<file path="src/rtl/traffic_intersection_if.sv">
// Signal bundle between an intersection controller and its lamp/pedestrian I/O.
// Pure wiring: no storage, so no added latency.
// No backpressure: all signals are level-valued and are sampled every clock.
interface traffic_intersection_if;
    logic       ped_req;
    logic [1:0] ns_light;
    logic [1:0] ew_light;
    logic       ns_pass;
    logic       ew_pass;
    logic       walk;
    logic       ped_wait;

    // Controller side: takes the request, drives the lamps and status flags.
    modport master (
        input  ped_req,
        output ns_light, ew_light, ns_pass, ew_pass, walk, ped_wait
    );

    // Field side: raises requests, observes the lamps.
    modport slave (
        output ped_req,
        input  ns_light, ew_light, ns_pass, ew_pass, walk, ped_wait
    );
endinterface

</file>
<file path="src/rtl/traffic_intersection.sv">
// Two-road intersection controller with all-red clearance and a latched pedestrian walk phase.
// Lamps change on the edge that ends a phase; all outputs decode from registers only.
// No backpressure: ped_req is level-sampled each clock and merged into one pending flag.
module traffic_intersection #(
    parameter int GREEN_CYCLES  = 5,
    parameter int YELLOW_CYCLES = 2,
    parameter int CLEAR_CYCLES  = 1,
    parameter int WALK_CYCLES   = 4,
    parameter int CNT_W         = 8
) (
    input  logic                    clk,
    input  logic                    rst,
    traffic_intersection_if.master  bus
);

    typedef enum logic [2:0] {
        NS_GREEN    = 3'd0,
        NS_YELLOW   = 3'd1,
        CLEAR_TO_EW = 3'd2,
        EW_GREEN    = 3'd3,
        EW_YELLOW   = 3'd4,
        CLEAR_TO_NS = 3'd5,
        WALK        = 3'd6
    } state_t;

    // Direction served after a walk phase.
    localparam logic DIR_NS = 1'b0;
    localparam logic DIR_EW = 1'b1;

    // Terminal counter values: a phase of D clocks ends when cnt reaches D-1.
    localparam logic [CNT_W-1:0] GREEN_LAST  = CNT_W'(GREEN_CYCLES  - 1);
    localparam logic [CNT_W-1:0] YELLOW_LAST = CNT_W'(YELLOW_CYCLES - 1);
    localparam logic [CNT_W-1:0] CLEAR_LAST  = CNT_W'(CLEAR_CYCLES  - 1);
    localparam logic [CNT_W-1:0] WALK_LAST   = CNT_W'(WALK_CYCLES   - 1);

    state_t           state_q, state_d;
    logic [CNT_W-1:0] cnt_q, cnt_d;
    logic             ped_wait_q, ped_wait_d;
    logic             next_dir_q, next_dir_d;
    logic [CNT_W-1:0] phase_last;
    logic             phase_done;

    // State, phase counter, pending request and post-walk direction registers.
    always_ff @(posedge clk) begin
        if (rst) begin
            state_q    <= NS_GREEN;
            cnt_q      <= '0;
            ped_wait_q <= 1'b0;
            next_dir_q <= DIR_EW;
        end else begin
            state_q    <= state_d;
            cnt_q      <= cnt_d;
            ped_wait_q <= ped_wait_d;
            next_dir_q <= next_dir_d;
        end
    end

    // Next-state: advance at the end of each phase, diverting a clearance into WALK when a request is pending.
    always_comb begin
        state_d    = state_q;
        cnt_d      = cnt_q + 1'b1;
        next_dir_d = next_dir_q;
        phase_last = GREEN_LAST;

        case (state_q)
            NS_GREEN, EW_GREEN:       phase_last = GREEN_LAST;
            NS_YELLOW, EW_YELLOW:     phase_last = YELLOW_LAST;
            CLEAR_TO_EW, CLEAR_TO_NS: phase_last = CLEAR_LAST;
            WALK:                     phase_last = WALK_LAST;
            default:                  phase_last = GREEN_LAST;
        endcase

        phase_done = (cnt_q == phase_last);

        if (phase_done) begin
            cnt_d = '0;
            case (state_q)
                NS_GREEN:  state_d = NS_YELLOW;
                NS_YELLOW: state_d = CLEAR_TO_EW;
                CLEAR_TO_EW: begin
                    if (ped_wait_q) begin
                        state_d    = WALK;
                        next_dir_d = DIR_EW;
                    end else begin
                        state_d    = EW_GREEN;
                    end
                end
                EW_GREEN:  state_d = EW_YELLOW;
                EW_YELLOW: state_d = CLEAR_TO_NS;
                CLEAR_TO_NS: begin
                    if (ped_wait_q) begin
                        state_d    = WALK;
                        next_dir_d = DIR_NS;
                    end else begin
                        state_d    = NS_GREEN;
                    end
                end
                WALK:      state_d = (next_dir_q == DIR_EW) ? EW_GREEN : NS_GREEN;
                default:   state_d = NS_GREEN;
            endcase
        end

        // Any edge whose next state is WALK (entering or staying) clears and blocks the request flag;
        // the edge leaving WALK already accepts new requests.
        if (state_d == WALK) begin
            ped_wait_d = 1'b0;
        end else begin
            ped_wait_d = ped_wait_q | bus.ped_req;
        end
    end

    // Output decode from registered state only: clearance and walk show all-red.
    always_comb begin
        bus.ns_light = 2'b00;
        bus.ew_light = 2'b00;
        bus.walk     = 1'b0;
        case (state_q)
            NS_GREEN:  bus.ns_light = 2'b10;
            NS_YELLOW: bus.ns_light = 2'b01;
            EW_GREEN:  bus.ew_light = 2'b10;
            EW_YELLOW: bus.ew_light = 2'b01;
            WALK:      bus.walk     = 1'b1;
            default:   ;
        endcase
        bus.ns_pass  = (bus.ns_light != 2'b00);
        bus.ew_pass  = (bus.ew_light != 2'b00);
        bus.ped_wait = ped_wait_q;
    end

endmodule

</file>
<file path="src/flat_wrapper.sv">
// flat-port wrapper written by rule: the top's interface ports become plain ports
module traffic_intersection_flat 
#(
    parameter int GREEN_CYCLES  = 5,
    parameter int YELLOW_CYCLES = 2,
    parameter int CLEAR_CYCLES  = 1,
    parameter int WALK_CYCLES   = 4,
    parameter int CNT_W         = 8
)
  (clk, rst, bus_ped_req, bus_ns_light, bus_ew_light, bus_ns_pass, bus_ew_pass, bus_walk, bus_ped_wait);
  traffic_intersection_if bus_i ();
  input  logic clk;
  input  logic rst;
  input wire logic [$bits(bus_i.ped_req)-1:0] bus_ped_req;
  output wire logic [$bits(bus_i.ns_light)-1:0] bus_ns_light;
  output wire logic [$bits(bus_i.ew_light)-1:0] bus_ew_light;
  output wire logic [$bits(bus_i.ns_pass)-1:0] bus_ns_pass;
  output wire logic [$bits(bus_i.ew_pass)-1:0] bus_ew_pass;
  output wire logic [$bits(bus_i.walk)-1:0] bus_walk;
  output wire logic [$bits(bus_i.ped_wait)-1:0] bus_ped_wait;
  assign bus_i.ped_req = bus_ped_req;
  assign bus_ns_light = bus_i.ns_light;
  assign bus_ew_light = bus_i.ew_light;
  assign bus_ns_pass = bus_i.ns_pass;
  assign bus_ew_pass = bus_i.ew_pass;
  assign bus_walk = bus_i.walk;
  assign bus_ped_wait = bus_i.ped_wait;
  traffic_intersection #(.GREEN_CYCLES(GREEN_CYCLES), .YELLOW_CYCLES(YELLOW_CYCLES), .CLEAR_CYCLES(CLEAR_CYCLES), .WALK_CYCLES(WALK_CYCLES), .CNT_W(CNT_W)) u_core (.clk(clk), .rst(rst), .bus(bus_i));
endmodule
</file>
<file path="config.mk">
export PLATFORM = sky130hd
export DESIGN_NAME = traffic_intersection_flat
export DESIGN_NICKNAME = d
export VERILOG_FILES = /design/src/rtl/traffic_intersection_if.sv /design/src/rtl/traffic_intersection.sv /design/src/flat_wrapper.sv
export SDC_FILE = /design/constraint.sdc
export NUM_CORES = 1
export LEC_CHECK = 0
export CAP_MARGIN = 25
export CORE_MARGIN = 2
export CORE_UTILIZATION = 50
export DETAILED_ROUTE_END_ITERATION = 12
export GPL_TIMING_DRIVEN = 0
export HOLD_SLACK_MARGIN = 0.12
export PLACE_DENSITY = 0.79
export SETUP_SLACK_MARGIN = 0.5
export SYNTH_ARGS = -nofsm -noshare
export SYNTH_HDL_FRONTEND = slang
export SYNTH_SLANG_ARGS = --single-unit
</file>
<file path="constraint.sdc">
create_clock -name clk -period 2.55 [get_ports clk]
set_input_delay 0.6375 -clock clk [delete_from_list [all_inputs] [get_ports clk]]
set_output_delay 0.6375 -clock clk [all_outputs]
set_load 0.005 [all_outputs]
</file>
==> results by group, run 1 <==
Finish
  – Net count, final: ~120
  – Syn-to-layout area delta: 33.5%
  – Layout cell share with drive strength beyond 1: a little over a fifth
  – N_diodes: 0
  – Fin util: roughly 70%
  – Non-filler cells, final: 130

Logic synthesis
  – Top cells by count, synth: nor2_1 (17), dfxtp_1 (13), a21oi_1 (8), nand3_1 (5), xor2_1 (5)
  – Yosys top cell by area: dfxtp_1
  – Post-synth EDFFs: 0
  – Post-Synthesis Cell Area: ~770 µm²
  – Cells after synthesis: 96
  – Yosys reg bits: 13
  – Netlist cell types: 31
  – Most frequent cell after synthesis: nor2_1
  – Synth async-reset ratio: 0%
  – Sequential area share after synthesis: 33.9%
  – Top_reg_cell synth: dfxtp_1
  – Post-synth top area share: between 30% and 40%
  – Synthesized net count: 100
  – Synthesis Warnings: 0
  – Synth area leaders: dfxtp_1 (34%), nor2_1 (8.3%), xor2_1 (5.7%)
  – Mapped Avg Cell Area: ~8 µm²

STA
  – FMAX: between 400 and 500 MHz
  – Setup TNS: 0 ns
  – Worst-margin pin slew: ~0.43 ns
  – Final period util: about four fifths
  – Slew margin rel.: 71.4%
  – RSZ-0062 raised after global routing: yes
  – Final min period: ~2 ns
  – Slew Viols, Final: 0
  – Final setup viols: 0
  – Hold Fails Final Rpt: 0
  – Clk_skew: 0.00666 ns

Placed design
  – PortBufs: 10
  – Final GP Congestion: 0.826
  – HPWL after DPL: roughly 1.2 mm
  – DP Cell Count: 122

Clock tree
  – Worst-path clk slew: approximately 0.080 ns
  – Root Buffer: clkbuf_4
  – CTS Buf Count: 3
  – Clock buffer depth: 2
  – Clock sink count: 13
  – CTS tree: yes
  – Worst skew pair latency: 0.28 ns
  – H-tree depth: 1
  – CTS Hold Bufs: 0

Worst hold path
  – Hold EP: u_core.cnt_q[7]
  – Min-delay src: u_core.cnt_q[7]
  – Hold Path Stages: 2
  – Hold WC Path Type: reg2reg

Detailed routing
  – Vias per Instance: between 5 and 6
  – Antenna viol nets, final: 0
  – Wirelength per Cell: around 14 µm
  – Vias: 749
  – Detailed Routing Iterations Pass 1: 3
  – DRC: 0
  – Initial DRC Count: 23
  – Total wire length: 1.82 mm

Setup path
  – CP endpoint kind: flip-flop
  – Worst path required time: between 2 and 3 ns
  – R2R Setup Slk: between 0.5 and 0.6 ns
  – Max incr delay on CP: around 0.49 ns
  – WP data arrival: 2.25 ns
  – Critical path class: reg2reg
  – Setup crit start: u_core.state_q[1]
  – Stages on the worst setup path: 6
  – RR Startpoint: u_core.state_q[1]
  – Worst Path Max Fanout: 8
  – Top delay family on crit path: simple AND/OR/NAND/NOR gates
  – Startpoint types: flip-flop
  – Crit path buf inv count: 1
  – Critical R2R Capture: u_core.state_q[2]
  – CP Cell Sequence: buf_6 -> or3b_1 -> and3_4 -> o32a_4 -> or4_4 -> a21oi_2
  – Reg2Reg Depth: 6
  – Slowest-stage cell, CP: or4_4

Floorplanning
  – I/O pins: 11
  – Row Count: 14
  – DIE HEIGHT: 43.2 µm
  – Die Area: between 0.0015 and 0.002 mm²
  – CORE AREA: between 0.001 and 0.0015 mm²
  – Die Wd: 43.2 µm
  – Starting Density: 52.2%

Status
  – Status: complete, no violations

Global route
  – Antenna violations before repair: 0
  – Vias in the first global route: ~630
  – Grt ovf: 0
  – First-pass GRT wire length: slightly below 3 mm
  – Pin count of the biggest net entering global routing: 11
  – GRT Overall Usage: about 20%

Power
  – Leakage: about 0.42 nW
  – Cell Pwr Density: roughly 900 mW/mm²
  – Peak supply drop: about 0.57 mV

Run
  – Max Cap Viol: 0
==> cells in the final DEF (no fill, tap or decap), types with 4 or more instances in the layout <==
cell type      count
a21oi_1            7
xor2_1             5
inv_1              4
nor2_1            15
dfxtp_1           10
dlygate4sd2_1      5
buf_4              4
nand3_1            5
==> cell families (layout without fill, tap and decap cells) <==
logic type / after synthesis / count (layout) / synth area share, %
xor+xnor: 8 / 8 / 9.12
fa+ha+maj: 1 / 1 / 1.63
buf+inv: 8 / 26 / 4.89
compound gates: 18 / 18 / 16.6
simple gates: 46 / 46 / 31.3
mux: 2 / 2 / 2.61
flops: 13 / 13 / 33.9
==> worst max-delay path by stage <==
stage,to
final,u_core.state_q[2]
after CTS,bus_walk
after floorplan,u_core.next_dir_q
after global routing,u_core.state_q[2]
after global placement,bus_ew_pass
after detailed placement,bus_ew_pass
==> stage by stage <==
stage	setup WS [ns]	hold slack (ns)	power (mW)	cell area, µm²
2_1_floorplan	0.618	0.471	0.568	768
3_3_place_gp	0.373	0.495	0.682	888
3_5_place_dp	0.359	0.506	0.693	888
4_1_cts	0.507	0.530	0.861	980
6_report	0.511	0.522	0.929	1030
5_1_grt	0.452	0.548	0.988	1030
==> report_power, final <==
part | switching [mW] | total, mW | internal [mW]
Clock | 0.0649 | 0.126 | 0.0606
Sequential | 0.0541 | 0.297 | 0.242
Combinational | 0.257 | 0.507 | 0.250
Total | 0.376 | 0.929 | 0.553
==> repair_timing <==
item,CTS,global route
resized for setup,24,7
hold endpoints to repair,0,0
cloned,0,0
pin swaps,0,0
endpoints found under the setup margin,14,8
setup buffers,1,3
==> worst register-to-register path, cell delays in order, from the launching register on <==
cell     delay, ns
dfxtp_2       0.32
buf_6         0.13
or3b_1        0.37
and3_4        0.18
o32a_4        0.36
or4_4         0.49
a21oi_2       0.13
==> registers in the layout, summed over array words and instances (netlist names) <==
| register | flops |
|---|---|
| u_core.bus.ped_wait | 1 |
| u_core.cnt_q | 8 |
| u_core.state_q | 3 |
| u_core.next_dir_q | 1 |
==> final cells by class <==
type	count	area, µm²
sequential	13	267
tap	16	20.0
inverter	4	15.0
fill	122	445
clock buffer	4	26.3
buffer	4	63.8
timing repair buffer	14	126
multi-input combinational	75	508
==> routing by layer <==
metal  track usage (%)  share of wire, %  wire length [µm]
met1              26.7                46               840
met2              33.1                50               918
met3              2.55               1.8                33
met4              9.09               1.4                25
met5                 0                 0                 0
No activity file was read; power rests on OpenSTA's default activity.
==> inputs of run 2 (changes only) <==
--- a/config.mk
+++ b/config.mk
@@ -7,11 +7,11 @@
 export LEC_CHECK = 0
 export CAP_MARGIN = 25
 export CORE_MARGIN = 2
-export CORE_UTILIZATION = 50
+export CORE_UTILIZATION = 46
 export DETAILED_ROUTE_END_ITERATION = 12
 export GPL_TIMING_DRIVEN = 0
 export HOLD_SLACK_MARGIN = 0.12
-export PLACE_DENSITY = 0.79
+export PLACE_DENSITY = 0.77
 export SETUP_SLACK_MARGIN = 0.5
 export SYNTH_ARGS = -nofsm -noshare
 export SYNTH_HDL_FRONTEND = slang
==> constraint.sdc (replaced) <==
create_clock -name clk -period 1.7 [get_ports clk]
set_input_delay 0.425 -clock clk [delete_from_list [all_inputs] [get_ports clk]]
set_output_delay 0.425 -clock clk [all_outputs]
set_load 0.005 [all_outputs]
==> results by group, run 2 (synthesis gave the netlist of run 1 again) <==
Detailed routing
  – Antenna viol nets, final: 0
  – Vias: a little under 800
  – DRC: 0
  – Total wire length: 1.94 mm
  – Vias per Instance: ~5.6
  – Wirelength per Cell: between 10 and 15 µm
  – Initial DRC Count: 24
  – Detailed Routing Iterations Pass 1: 4

Clock tree
  – H-tree depth: 1
  – Worst-path clk slew: about 0.09 ns
  – CTS tree: yes
  – Clock sink count: 13
  – Worst skew pair latency: 0.27 ns
  – Clock buffer depth: 2
  – CTS Buf Count: 3
  – Root Buffer: clkbuf_4
  – CTS Hold Bufs: 0

Finish
  – Top Registers: u_core.cnt_q x8, u_core.state_q x3
  – N_diodes: 0
  – Max reg flops: 8
  – Layout cell share with drive strength beyond 1: between 30 and 40%
  – Most frequent cells in the layout: nor2_1 (13), buf_4 (10), dfxtp_1 (9)
  – Non-filler cells, final: 137
  – Syn-to-layout area delta: 45.8%
  – Biggest register: u_core.cnt_q
  – Net count, final: about 130
  – Filler instances: ~120
  – Most common cell after layout, fill and taps aside: nor2_1
  – FF+latch area: 270 µm²
  – Area of the multi-input gates: 549 µm²

Worst hold path
  – Hold WC Path Type: reg2reg
  – Min-delay src: u_core.cnt_q[7]
  – Hold Path Stages: 2
  – Hold EP: u_core.cnt_q[7]

STA
  – Slew margin rel.: between 70 and 80%
  – Hold Fails Final Rpt: 0
  – Final min period: around 2 ns
  – Slew Viols, Final: 0
  – Clk_skew: ~0.011 ns
  – RSZ-0062 raised after global routing: yes
  – Worst-margin pin slew: roughly 0.41 ns
  – Final setup viols: 16
  – FMAX: between 500 and 600 MHz
  – Setup WS post-layout: -0.293 ns
  – Final period util: 117%

Setup path
  – Max incr delay on CP: roughly 0.47 ns
  – CP endpoint kind: flip-flop
  – Stages on the worst setup path: 6
  – Crit path buf inv count: 1
  – Critical path class: reg2reg
  – Slowest-stage cell, CP: or4_1
  – WP data arrival: between 2 and 2.5 ns
  – Worst path required time: approximately 1.9 ns
  – CP Cell Sequence: buf_6 -> or3b_1 -> and3_4 -> o32a_4 -> or4_1 -> a21oi_1
  – Startpoint types: flip-flop
  – RR Startpoint: u_core.state_q[1]
  – Critical R2R Capture: u_core.state_q[2]
  – Top delay family on crit path: simple AND/OR/NAND/NOR gates
  – R2R Setup Slk: -0.29 ns
  – Worst Path Max Fanout: 5
  – Reg2Reg Depth: 6

Run
  – Max Cap Viol: 0

Status
  – Violated checks: setup timing
  – Status: finished, violations left

Floorplanning
  – Starting Density: roughly half
  – CORE AREA: between 0.0015 and 0.002 mm²
  – I/O pins: 11
  – Row Count: 14
  – Die Area: between 0.002 and 0.0025 mm²
  – DIE HEIGHT: 44.9 µm
  – Die Wd: ~45 µm

Global route
  – Grt ovf: 0
  – Pin count of the biggest net entering global routing: 11
  – GRT Overall Usage: 21.6%
  – First-pass GRT wire length: between 3 and 4 mm
  – Antenna violations before repair: 0
  – Vias in the first global route: ~740

Power
  – Power Total: approximately 1.6 mW
  – Peak supply drop: 0.854 mV
  – Cell Pwr Density: 1420 mW/mm²
  – Leakage: 0.440 nW

Placed design
  – DP Cell Count: between 100 and 150
  – HPWL after DPL: roughly 1.1 mm
  – Final GP Congestion: about 0.86
  – PortBufs: 10
## run 2: per-layer routing
layer | wire length, µm | global-route usage, % | vias up
li1 | - | - | 390
met4 | 17 | 9.41 | 0
met5 | 0 | 0 | -
met3 | 72 | 4.00 | 4
met1 | 862 | 27.4 | 364
met2 | 985 | 35.9 | 16
## run 2: worst max path at each step
stage                       from  slack, ns           endpoint
5_1_grt        u_core.state_q[1]      -0.34  u_core.state_q[2]
4_1_cts        u_core.state_q[1]      -0.29  u_core.state_q[2]
3_5_place_dp   u_core.state_q[1]      -0.37  u_core.next_dir_q
6_report       u_core.state_q[1]      -0.29  u_core.state_q[2]
3_3_place_gp   u_core.state_q[1]      -0.35  u_core.next_dir_q
2_1_floorplan  u_core.state_q[1]      -0.23  u_core.next_dir_q
## run 2: worst register-to-register path, cell delays in order, from the launching register on
cell	delay, ns
dfxtp_2	0.32
buf_6	0.12
or3b_1	0.36
and3_4	0.18
o32a_4	0.34
or4_1	0.48
a21oi_1	0.14
## run 2: final cells by class
type / instances / area share (%)
plain buffers: 4 / 4.92
clock buffers: 4 / 2.35
inverters: 4 / 1.34
multi-input cells: 75 / 49.1
flip-flops and latches: 13 / 24.1
well taps: 16 / 1.79
repair buffers: 21 / 16.4
## run 2: metrics by stage
step | TNS [ns] | instance area, µm² | util [%] | setup slack, ns | hold WS, ns
floorplan | -1.81 | 785 | - | -0.232 | 0.471
global placement | -3.66 | 905 | 58.7 | -0.353 | 0.489
detailed placement | -3.96 | 905 | 58.7 | -0.374 | 0.497
CTS | -2.81 | 1090 | 70.6 | -0.295 | 0.533
global route | -3.69 | 1120 | 72.6 | -0.339 | 0.559
finish | -2.54 | 1120 | 72.6 | -0.293 | 0.544
## run 2: timing repair
action                                  4_1_cts  5_1_grt
setup buffers                                10        1
endpoints found under the setup margin       21       20
pin swaps                                     8        3
resized for setup                            40        7
cloned                                        0        0
## run 2: power by group
group | switching (mW) | internal [mW]
clock | 0.0996 | 0.0908
sequential | 0.0847 | 0.363
combinational | 0.447 | 0.501
==> inputs of run 3 (changes only) <==
--- a/config.mk
+++ b/config.mk
@@ -16,3 +16,4 @@
 export SYNTH_ARGS = -nofsm -noshare
 export SYNTH_HDL_FRONTEND = slang
 export SYNTH_SLANG_ARGS = --single-unit
+export TNS_END_PERCENT = 100
==> results of run 3 <==
Same layout as run 2: the final DEF is identical, and so are final timing and power.
==> RTL change 1 (config.mk and constraints of run 3) <==
The 7 states of `state_t` get a one-hot encoding in 7 bits.
--- a/src/rtl/traffic_intersection.sv
+++ b/src/rtl/traffic_intersection.sv
@@ -15,10 +15,10 @@
 
-    typedef enum logic [2:0] {
-        NS_GREEN    = 3'd0,
-        NS_YELLOW   = 3'd1,
-        CLEAR_TO_EW = 3'd2,
-        EW_GREEN    = 3'd3,
-        EW_YELLOW   = 3'd4,
-        CLEAR_TO_NS = 3'd5,
-        WALK        = 3'd6
+    typedef enum logic [6:0] {
+        NS_GREEN    = 7'b0000001,
+        NS_YELLOW   = 7'b0000010,
+        CLEAR_TO_EW = 7'b0000100,
+        EW_GREEN    = 7'b0001000,
+        EW_YELLOW   = 7'b0010000,
+        CLEAR_TO_NS = 7'b0100000,
+        WALK        = 7'b1000000
     } state_t;
Behaviour: same outputs for any inputs over 10 cycles, from zero or initial values and one cycle with rst high; not proved beyond that.
==> RTL change 1 against run 3 <==
The flow still finishes with violations (setup timing); critical path depth is 3 higher; power shrank 48%; cell area increased by 36%; global-route usage is 0.72 points lower; setup slack worse by 0.31 ns; combinational power shrank 82%; critical endpoint unchanged; area after synthesis rose by 36%; sequential cell count rose by 4; synthesized cell count up 29%; via count increased by 35%; maximum frequency is 14% lower; routed wire length increased by 47%; largest power group is now sequential cells.
==> RTL change 1: results (changes against run 3) <==
Placed design
  – Cell Area, Placed: 0.00121 mm² (+34%)
  – RD Place Congestion: 0.815 (-5.3%)
  – DPL Wire Length: 1580 µm (+41%)

Cells and area
  – Diodes inserted: 0 (unchanged)
  – Share of cells above drive strength 1: 45.3% (+11 points)
  – Post-layout net count: 166 (+32%)
  – Max reg flops: 8 (unchanged)
  – Largest registers: u_core.cnt_q (8), u_core.state_q (7)

GRT
  – Tot GR Track Use: 20.9% (-0.72 points)
  – Largest net degree at the start of global routing: 12 (+1)
  – Vias in the first global route: 929 (+26%)
  – First-pass GRT wire length: 4200 µm (+32%)
  – GR Util met1: 27.4% (about the same)
  – Met3 Resource Use GR: 2.01% (-2.0 points)
  – Met2 Usage GRT: 34.8% (-1.1 points)

Synth
  – Adder-Cell Fraction of Synth Area: 1.20% (-0.43 points)
  – Top_reg_cell synth: dfxtp_1
  – Area contributors post-synth: dfxtp_1 (33%), nor2_1 (7.5%), mux2i_1 (6.7%)
  – Most frequent cells after synthesis: nor2_1 (21), dfxtp_1 (17)
  – XOR/XNOR share of the synthesized area: 7.54% (-1.6 points)
  – Post-synth cell types: 41 (+32%)
  – Post-synth ARST share: 0% (unchanged)
  – Register area share after synthesis: 32.5% (-1.3 points)
  – Synth Area in Compound Gates: 12.2% (-4.4 points)
  – Net Count, Synth: 128 (+28%)
  – Post-synthesis mux area share: 6.70% (+4.1 points)

CTS
  – Post-cts sizing count: 55 (+38%)
  – CTS H-tree depth: 1 (unchanged)
  – Post-CTS Setup Bufs: 20 (+10)
  – CTS clock-pin slew for the worst setup and hold paths: 0.11 ns (+0.02 ns)
  – Clock Tree Root: clkbuf_4
  – Worst-Skew Late Latency: 0.30 ns (+0.03 ns)

Routing
  – Top sig layer: met4
  – First drt pass iteration count: 4 (unchanged)
  – M1 wire length: 1260 µm (+47%)
  – DR WL met3: 98 µm (+36%)
  – Routed Wire Length: 2850 µm (+47%)
  – Met2 WL post-DR: 1440 µm (+46%)
  – Vias: 1043 (+35%)
  – Initial DRC Count: 25 (+4.2%)

STA
  – Fin worst setup slack: -0.605 ns (-0.312 ns)
  – Worst-margin pin slew: 0.485 ns (+0.0759 ns)
  – Final setup vio count: 24 (+8)
  – Final setup skew: 0.00146 ns (-0.00915 ns)

Worst setup path
  – FF-to-FF Start: u_core.state_q[0]$_SDFF_PP1_
  – Arrival time worst endpoint: 2.50 ns (+0.30 ns)
  – CP max stage delay: 0.56 ns (+0.09 ns)
  – Reg2Reg Depth: 9 (+3)
  – CP top delay family: simple AND/OR/NAND/NOR gates
  – Highest-delay cell along the critical path: or4_4
  – CP startpoint kind: flip-flop

Min path
  – Hold path start: u_core.next_dir_q$_SDFFE_PP1P_
  – HP Class: flip-flop to flip-flop

Power and ir drop
  – VDD IR max: 0.000383 V (-55%)
  – Leakage: 0.684 nW (+56%)

Outcome
  – Violated checks: setup timing
  – Status: complete, but fails checks
-- RTL change 1: cell count changes in the layout (fill, tap and decap cells not counted), moves of 4 or more --
cell     change
a21oi_1      -6
buf_2        +5
buf_4        +8
buf_6       +12
dfxtp_2      +4
mux2i_1      +4
-- RTL change 1: power by group --
part	internal [W]	switching (W)	leakage, nW
Combinational	0.0000844	0.0000859	0.530
Sequential	0.000411	0.00000867	0.140
Clock	0.0000898	0.000146	0.0139
-- RTL change 1: worst min-delay path by stage --
stage	to	slack, ns	cells after the start
finish	u_core.next_dir_q$_SDFFE_PP1P_	0.53	2
global placement	u_core.next_dir_q$_SDFFE_PP1P_	0.51	2
CTS	u_core.next_dir_q$_SDFFE_PP1P_	0.53	2
global route	u_core.next_dir_q$_SDFFE_PP1P_	0.57	2
detailed placement	u_core.next_dir_q$_SDFFE_PP1P_	0.51	2
floorplan	u_core.next_dir_q$_SDFFE_PP1P_	0.48	2
-- RTL change 1: cell type report --
| cell class | count | area, µm² |
|---|---|---|
| buffer | 10 | 87.6 |
| sequential | 17 | 348 |
| clock buffer | 3 | 22.5 |
| multi-input combinational | 95 | 751 |
| clock inverter | 1 | 7.51 |
| timing repair buffer | 33 | 262 |
| tap | 28 | 35.0 |
| fill | 167 | 671 |
| inverter | 2 | 7.51 |
-- RTL change 1: metrics by stage --
step / util (%) / setup slack (ns) / std cells / TNS [ns] / hold WS [ns]
after floorplan: - / -0.455 / 124 / -6.27 / 0.478
after global placement: 55.4 / -0.571 / 162 / -9.92 / 0.510
after detailed placement: 55.4 / -0.595 / 162 / -10.17 / 0.514
after CTS: 66.6 / -0.659 / 187 / -11.79 / 0.532
after global routing: 69.4 / -0.694 / 189 / -12.41 / 0.570
final: 69.4 / -0.605 / 189 / -10.43 / 0.529
==> RTL change 2 (config.mk and constraints of run 3) <==
Made on the original files. `CNT_W` is set to 8 in 2 places; all go to 6.
--- a/src/rtl/traffic_intersection.sv
+++ b/src/rtl/traffic_intersection.sv
@@ -8,3 +8,3 @@
     parameter int WALK_CYCLES   = 4,
-    parameter int CNT_W         = 8
+    parameter int CNT_W         = 6
 ) (
--- a/src/flat_wrapper.sv
+++ b/src/flat_wrapper.sv
@@ -7,3 +7,3 @@
     parameter int WALK_CYCLES   = 4,
-    parameter int CNT_W         = 8
+    parameter int CNT_W         = 6
 )
Behaviour: same outputs for any inputs over 10 cycles, from zero or initial values and one cycle with rst high; that may be too few to reach the edited logic, so the function may still have changed.
==> RTL change 2 against run 3 <==
The flow still finishes with violations (setup timing); non-clock buffer count up 1; routed wire length decreased by 16%; cell area down 13%; area after synthesis down 18%; sequential cell count decreased by 2; setup slack improved by 0.23 ns; via count fell by 14%; clock skew is 0.00061 ns lower; critical path type unchanged; highest routed layer unchanged.
Power is not compared: it rests on default switching activity, and its combinational part moved more than twofold at a synthesized area within 25%.
==> RTL change 2: results (changes against run 3) <==
Cells and area
  – Share of cells above drive strength 1: 48.6% (+15 points)
  – Multi-input gate share of the layout cell area: 47.1% (-1.9 points)
  – Sequential Area: 234 µm² (-13%)
  – Largest registers: u_core.cnt_q (6), u_core.state_q (3)
  – Diodes inserted: 0 (unchanged)
  – Post-layout net count: 110 (-13%)
  – Multi-input gates: 61 (-19%)
  – FFs & Latches: 11 (-2)
  – Non-clock buffer share: 23.0% (+1.7 points)
  – Area delta synth->final: 53.6%
  – Layout clock area frac: 2.70% (+0.36 points)
  – Fin cells: 120 (-12%)
  – Fill cells: 95 (-18%)
  – Invs w/o clock: 3 (-1)
  – Repair and plain buffers: 26 (+4.0%)

GRT
  – Tot GR Track Use: 22.1% (+0.41 points)
  – Initial antenna violation count: 0 (unchanged)
  – Vias in the first global route: 529 (-28%)
  – Largest net degree at the start of global routing: 11 (unchanged)
  – First-pass GRT wire length: 2370 µm (-26%)

CTS
  – CTS clock-pin slew for the worst setup and hold paths: 0.07 ns (-0.02 ns)

Synth
  – Top cell type's share of synthesized area: 34.8% (+0.91 points)
  – Post-synth cell types: 29 (-6.5%)
  – Most frequent cells after synthesis: nor2_1 (13), dfxtp_1 (11), a21oi_1 (6), o21ai_0 (6)
  – Area contributors post-synth: dfxtp_1 (35%), nor2_1 (7.7%), a21oi_1 (4.7%)
  – Cell count after synthesis: 78 (-19%)
  – Net Count, Synth: 82 (-18%)
  – Register area share after synthesis: 34.8% (+0.91 points)

Placed design
  – DPL Wire Length: 921 µm (-18%)
  – Cell Area, Placed: 752 µm² (-17%)
  – Number of buffers added on ports: 10 (unchanged)
  – Dpl ws: -0.244 ns (+0.130 ns)
  – Placed Cells: 103 (-16%)
  – RD Place Congestion: 0.814 (-5.3%)

Power and ir drop
  – VDD IR max: 0.000603 V

Worst setup path
  – CP max FO: 4 (-1)
  – CP max stage delay: 0.53 ns (+0.06 ns)
  – Arrival time worst endpoint: 1.92 ns (-0.28 ns)
  – Highest-delay cell along the critical path: or4b_4

Routing
  – Initial DRC Count: 14 (-42%)
  – Routed Wire Length: 1630 µm (-16%)
  – Vias: 662 (-14%)

STA
  – Setup TNS: -0.196 ns (+2.34 ns)
  – Worst-margin pin slew: 0.426 ns (+0.0169 ns)
  – Fin worst setup slack: -0.0669 ns (+0.226 ns)
  – Final setup skew: 0.0100 ns (-0.000607 ns)
  – Final setup vio count: 5 (-11)

Outcome
  – Status: complete, but fails checks
  – Violated checks: setup timing

Die
  – # Taps: 15 (-1)
==> RTL change 2: cell types whose count changed in the layout (fill, tap and decap cells not counted), moves of 3 or more <==
cell     before  now
a21oi_1       8    4
buf_2         3    6
buf_6         1    4
dfxtp_1       9    6
o21ai_0       1    4
xor2_1        5    2
==> RTL change 2: metal layers <==
layer  share of wire, %  GRT usage [%]
met5                  0              0
met2                 52           38.7
met3                4.1           8.15
met1                 43           25.2
met4                1.4           4.84
==> RTL change 2: repair_timing <==
action,4_1_cts,5_1_grt
endpoints found under the setup margin,19,19
pin swaps,9,3
setup buffers,10,3
resized for setup,54,14
==> RTL change 2: final timing paths <==
check	startpoint	end	slack, ns	depth (start not counted)
worst min register to register	u_core.cnt_q[5]$_SDFF_PP0_	u_core.cnt_q[5]$_SDFF_PP0_	0.53	2
worst max-delay path	u_core.state_q[2]$_SDFF_PP0_	u_core.next_dir_q$_SDFFE_PP1P_	-0.07	6
worst max register to register	u_core.state_q[2]$_SDFF_PP0_	u_core.next_dir_q$_SDFFE_PP1P_	-0.07	6
worst min-delay path	u_core.cnt_q[5]$_SDFF_PP0_	u_core.cnt_q[5]$_SDFF_PP0_	0.53	2
==> RTL change 2: cell families (layout without fill, tap and decap cells) <==
kind of cell	count (synthesis)	after routing	share of synthesized area, %
AO/OA/AOI/OAI	20	20	23.7
flip-flops	11	11	34.8
XOR/XNOR	5	5	6.92
buffers and inverters	6	33	3.75
AND/OR/NAND/NOR	35	35	28.9
adder cells (fa/ha/maj)	1	1	1.98
==> RTL change 2: power by group through the flow <==
stage	logic, W	clock network (W)	registers [W]
final	0.000393	0.000173	0.000348
after global routing	0.000424	0.000194	0.000354
after CTS	0.000359	0.000178	0.000339
after detailed placement	0.000262	0	0.000337
after global placement	0.000254	0	0.000335
after floorplan	0.000191	0	0.000326
